$ cat src/rtl/data_mem_arbiter.sv
// Two-port round-robin arbiter in front of a single data memory.
// Each accepted access is bounds/alignment checked, then either issued for ACCESS_CYCLES or rejected.
module data_mem_arbiter #(
    parameter int MEM_BYTES     = 720,
    parameter int ACCESS_CYCLES = 2
) (
    input  logic         clk,
    input  logic         reset,
    input  logic [1:0]   req,
    input  logic [1:0]   req_we,
    input  logic [3:0]   req_size,
    input  logic [127:0] req_addr,
    input  logic [127:0] req_wdata,
    output logic [1:0]   gnt,
    output logic [1:0]   done,
    output logic         err,
    output logic [63:0]  rdata,
    output logic         mem_read,
    output logic         mem_write,
    output logic [1:0]   mem_size,
    output logic [63:0]  mem_addr,
    output logic [63:0]  mem_wdata,
    input  logic [63:0]  mem_rdata
);

    typedef enum logic [1:0] {IDLE, ISSUE, RESP} state_t;

    state_t      state;
    state_t      state_next;
    logic        rr_ptr;
    logic        owner;
    logic        we_q;
    logic [1:0]  size_q;
    logic [63:0] addr_q;
    logic [63:0] wdata_q;
    logic [3:0]  cnt;

    logic        win;
    logic        sel_we;
    logic [1:0]  sel_size;
    logic [63:0] sel_addr;
    logic [63:0] sel_wdata;
    logic [3:0]  acc_bytes;
    logic        aligned;
    logic [64:0] addr_end;
    logic        valid;
    logic        last_issue;

    function automatic logic [3:0] size_bytes(input logic [1:0] size);
        case (size)
            2'b00:   size_bytes = 4'd4;
            2'b01:   size_bytes = 4'd2;
            2'b10:   size_bytes = 4'd1;
            default: size_bytes = 4'd8;
        endcase
    endfunction

    function automatic logic [63:0] size_mask(input logic [1:0] size);
        case (size)
            2'b00:   size_mask = 64'h0000_0000_FFFF_FFFF;
            2'b01:   size_mask = 64'h0000_0000_0000_FFFF;
            2'b10:   size_mask = 64'h0000_0000_0000_00FF;
            default: size_mask = 64'hFFFF_FFFF_FFFF_FFFF;
        endcase
    endfunction

    // Winner selection and acceptance-time validity check
    always_comb begin
        win       = (req == 2'b11) ? rr_ptr : req[1];
        sel_we    = win ? req_we[1] : req_we[0];
        sel_size  = win ? req_size[3:2] : req_size[1:0];
        sel_addr  = win ? req_addr[127:64] : req_addr[63:0];
        sel_wdata = win ? req_wdata[127:64] : req_wdata[63:0];
        acc_bytes = size_bytes(sel_size);
        // Low 3 bits of (bytes - 1) give the alignment mask; 8 wraps to 7 in 3 bits
        aligned   = (sel_addr[2:0] & (acc_bytes[2:0] - 3'd1)) == 3'd0;
        addr_end  = {1'b0, sel_addr} + {61'd0, acc_bytes};
        valid     = aligned && (addr_end <= 65'(MEM_BYTES));
    end

    assign last_issue = (cnt == 4'(ACCESS_CYCLES - 1));

    always_ff @(posedge clk or posedge reset) begin
        if (reset) begin
            state <= IDLE;
        end else begin
            state <= state_next;
        end
    end

    always_comb begin
        state_next = state;
        case (state)
            IDLE: begin
                if (|req) begin
                    state_next = valid ? ISSUE : RESP;
                end
            end
            ISSUE: begin
                if (last_issue) begin
                    state_next = RESP;
                end
            end
            RESP:    state_next = IDLE;
            default: state_next = IDLE;
        endcase
    end

    always_comb begin
        mem_read  = 1'b0;
        mem_write = 1'b0;
        done      = 2'b00;
        case (state)
            ISSUE: begin
                mem_read  = !we_q;
                mem_write = we_q;
            end
            RESP:    done = owner ? 2'b10 : 2'b01;
            default: ;
        endcase
    end

    assign mem_size  = size_q;
    assign mem_addr  = addr_q;
    assign mem_wdata = wdata_q;

    always_ff @(posedge clk or posedge reset) begin
        if (reset) begin
            rr_ptr  <= 1'b0;
            owner   <= 1'b0;
            we_q    <= 1'b0;
            size_q  <= 2'b00;
            addr_q  <= 64'd0;
            wdata_q <= 64'd0;
            cnt     <= 4'd0;
            gnt     <= 2'b00;
            err     <= 1'b0;
            rdata   <= 64'd0;
        end else begin
            gnt <= 2'b00;
            case (state)
                IDLE: begin
                    if (|req) begin
                        owner   <= win;
                        we_q    <= sel_we;
                        size_q  <= sel_size;
                        addr_q  <= sel_addr;
                        wdata_q <= sel_wdata;
                        cnt     <= 4'd0;
                        gnt     <= win ? 2'b10 : 2'b01;
                        if (!valid) begin
                            err   <= 1'b1;
                            rdata <= 64'd0;
                        end
                    end
                end
                ISSUE: begin
                    if (last_issue) begin
                        cnt   <= 4'd0;
                        err   <= 1'b0;
                        rdata <= we_q ? 64'd0 : (mem_rdata & size_mask(size_q));
                    end else begin
                        cnt <= cnt + 4'd1;
                    end
                end
                RESP:    rr_ptr <= ~owner;
                default: ;
            endcase
        end
    end

endmodule

$ cat config.mk
export PLATFORM = sky130hd
export DESIGN_NAME = data_mem_arbiter
export DESIGN_NICKNAME = d
export VERILOG_FILES = /design/src/rtl/data_mem_arbiter.sv
export SDC_FILE = /design/constraint.sdc
export NUM_CORES = 1
export LEC_CHECK = 0
export ABC_AREA = 1
export CORE_AREA = 2 2 204 206
export CTS_CLUSTER_DIAMETER = 50
export DETAILED_ROUTE_END_ITERATION = 10
export DIE_AREA = 0 0 206 208
export PLACE_DENSITY = 0.73
export SYNTH_ARGS = -nofsm -noshare
export SYNTH_HDL_FRONTEND = slang
export SYNTH_SLANG_ARGS = --single-unit
$ cat constraint.sdc
create_clock -name clk -period 10.6 [get_ports clk]
set_clock_uncertainty 0.2 [all_clocks]
set_input_delay 2.12 -clock clk [delete_from_list [all_inputs] [get_ports clk]]
set_output_delay 2.12 -clock clk [all_outputs]
set_load 0.005 [all_outputs]
==> run summary <==
Status -> complete, no violations
Vias after detailed routing -> 15,900
Peak VDD IR -> 0.112 mV
Final Max Slew Viols -> 0
R2r endpoint -> rdata[6]$_DFFE_PP0P_
Worst setup path class -> in -> reg
Synthesized area -> 0.0136 mm²
Net Count, Synth -> 2,486
Fmax -> 124 MHz
Crit path time final -> 8.05 ns
Top post-synthesis cells by area -> dfrtp_1, nand2_1, nor2_1, nand3_1, o21ai_0
DR DRC count -> 0
HPWL after detailed placement -> 45,100 µm
Setup Viol. Count Final -> 0
Total gr overflow -> 0
Worst Path Arrival -> 8.35 ns
Adder-cell share of the synthesized area -> 1.35%
Avg Vias per Cell -> 5.00
Leakage -> 9.33 nW
Sequential share of the synthesized area -> 38.0%
Pwr dens -> 196 mW/mm²
Max_cap viols -> 0
First drt pass iteration count -> 6
Setup TNS -> 0 ns
Synth Area in Compound Gates -> 7.48%
Largest net degree at the start of global routing -> 102
Drt wl/cell -> 18.1 µm
Main synth FF type -> dfrtp_1
Global-route met1 utilization -> 32.5%
RSZ-0062 raised after global routing -> false
Nature of the critical path endpoint -> flop
Largest family of logic cells by synthesized area -> simple AND/OR/NAND/NOR gates
Hold Path Sink -> rdata[53]$_DFFE_PP0P_
Placed cell areas -> 0.0191 mm²
GRT busiest layer -> met2
Post-Synth XOR/XNOR Area -> 0.258%
Worst Path Required -> 10.90 ns
Clk sinks -> 206
Post-CTS Resized -> 0
Hold crit path type -> reg -> reg
Top cells by count, synth -> nand2_1, nor2_1, dfrtp_1, nand3_1, o21ai_0
Netlist cell types -> 37
FF-to-FF path depth -> 27
Simple-Gate Fraction of Synth Area -> 44.4%
GR Util All Layers -> 25.7%
Reg clk slew, reported paths -> 0.06 ns
ANT nets after route -> 0
Core Footprint -> 0.0406 mm²
Vias in the first global route -> 15,200
RePlAce Congestion -> 0.978
CP Max Fanout -> 81
Share of the synthesized area in the top cell type -> 38.0%
Design area -> 0.0202 mm²
Max-slew headroom -> 16.5%
Fin nets -> 2,960
Slew @ Worst Pin -> 1.25 ns
Grt met2 use -> 44.1%
Worst-skew pair later-pin latency -> 0.56 ns
R2R setup slack -> 4.26 ns
Top-count cell post-synth -> nand2_1
Final Cycle Share -> 75.9%
# IOs -> 531
Die width -> 206 µm
Reg2reg start -> rr_ptr$_DFFE_PP0N_
Clk buf depth -> 3
Syn-to-layout area delta -> 48.5%
H-Tree Depth -> 1
Min-delay src -> rdata[53]$_DFFE_PP0P_
Gate Count Post-Synth -> 2,142
Synth Register Bits -> 206
Final hold violations -> 0
Hold path depth -> 2
EDFF count, synth -> 0
DIE AREA -> 0.0428 mm²
Syn_area_per_cell -> 6.34 µm²
GR met3 Demand/Resource -> 4.46%
Synth Warn # -> 0
Mux contribution to synthesized area -> 0%
Post-synth ARST share -> 100%
Antenna violations before repair -> 1
Critical path launch point type -> input port
Hold-fix buffers, CTS -> 0
Num rows -> 74
CTS Buf Count -> 31
Initial Util -> 33.5%
First-pass GRT wire length -> 86,400 µm
Largest area contributor in the netlist -> dfrtp_1
Port bufs -> 530
Clock tree from TritonCTS -> done
Root Driver -> clkbuf_16
DRT iter0 DRCs -> 1,356
Routed WL -> 57,300 µm
Layout cells sized above 1 -> 4.09%
Postcts setup bufs -> 0
Chip height -> 208 µm
==> registers in the layout, summed over array words and instances (netlist names) <==
register / flops
gnt: 2
err: 1
mem_addr: 64
mem_wdata: 64
mem_size: 2
rdata: 64
rr_ptr: 1
state: 2
owner: 1
we_q: 1
cnt: 4
==> cells in the final DEF (no fill, tap or decap), types with 6 or more instances in the layout <==
cell,count
nor2_4,6
buf_4,12
nand3b_1,31
nor3_1,9
inv_1,154
nand2_1,864
clkdlybuf4s50_1,529
nor2_2,19
a21oi_1,8
nor2_1,286
inv_6,6
clkbuf_16,31
o21ai_0,175
nand4_1,16
nand3_1,206
nand2_2,7
dfrtp_1,206
o21ai_1,8
ha_1,13
==> worst max path at each step <==
stage                     startpoint  cells after the start  slack, ns                     to
final                         req[0]                     27       2.55   rdata[6]$_DFFE_PP0P_
after global routing          req[0]                     27       1.98  rdata[31]$_DFFE_PP0P_
after CTS                     req[0]                     27       2.66  rdata[41]$_DFFE_PP0P_
after detailed placement      req[0]                     27       2.06   rdata[6]$_DFFE_PP0P_
after global placement        req[0]                     27       2.28  rdata[32]$_DFFE_PP0P_
after floorplan                reset                      1       2.66     cnt[0]$_DFFE_PP0P_
==> stage by stage <==
stage / power [mW] / hold WS (ns) / instances / worst slack (ns) / util (%)
2_1_floorplan: 1.98 / 0.265 / 2142 / 2.66 / -
3_3_place_gp: 2.92 / 0.252 / 3115 / 2.28 / 47.2
3_5_place_dp: 2.95 / 0.258 / 3115 / 2.06 / 47.2
4_1_cts: 3.98 / 0.273 / 3170 / 2.66 / 49.7
5_1_grt: 4.20 / 0.291 / 3171 / 1.98 / 49.7
6_report: 3.95 / 0.271 / 3171 / 2.55 / 49.7
==> critical path, stage by stage <==
cell	delay [ns]
clkdlybuf4s50_1	0.50
nand2_2	0.21
nand2_8	0.31
o21ai_0	0.51
inv_1	0.15
ha_1	0.23
ha_1	0.37
nand3_1	0.12
nand2_1	0.13
nand2_1	0.08
nand2_1	0.11
nand2_1	0.16
nor2_2	0.20
nand3_1	0.22
nor2_4	0.28
nand3_1	0.12
and2_1	0.20
nor2_1	0.12
nand2_1	0.06
nor2_1	0.11
nand2_1	0.12
nor2_2	0.14
nand3_2	0.07
buf_4	0.33
nand2_2	1.01
nand2_1	0.17
nand2_1	0.11
==> report_power, final <==
group | internal, mW | switching (mW)
logic | 0.777 | 0.944
registers | 1.05 | 0.168
clock network | 0.610 | 0.406
total | 2.43 | 1.52
==> kinds of logic (layout without fill, tap and decap cells) <==
kind of cell	count (synthesis)	in the layout
other cells	0	1
buf+inv	265	761
compound gates	199	199
simple gates	1454	1454
fa+ha+maj	14	14
xor+xnor	4	4
flops	206	206
==> layer usage <==
| metal | routed length [µm] | up-vias | share of wire (%) |
|---|---|---|---|
| met5 | 0 | - | 0 |
| met4 | 1910 | 0 | 3.3 |
| met3 | 4470 | 96 | 7.8 |
| met2 | 27500 | 691 | 48 |
| met1 | 23400 | 7380 | 41 |
| li1 | - | 7697 | - |
==> area by class of cell <==
class                   instances  area, µm²
clock buffers                  37        818
repair buffers                542       5390
well taps                     532        666
fillers                      4030      20400
clock inverters                18        205
diodes                          1       2.50
flip-flops and latches        206       5150
inverters                     164        628
multi-input cells            1671       7300
No activity file was read; power rests on OpenSTA's default activity.
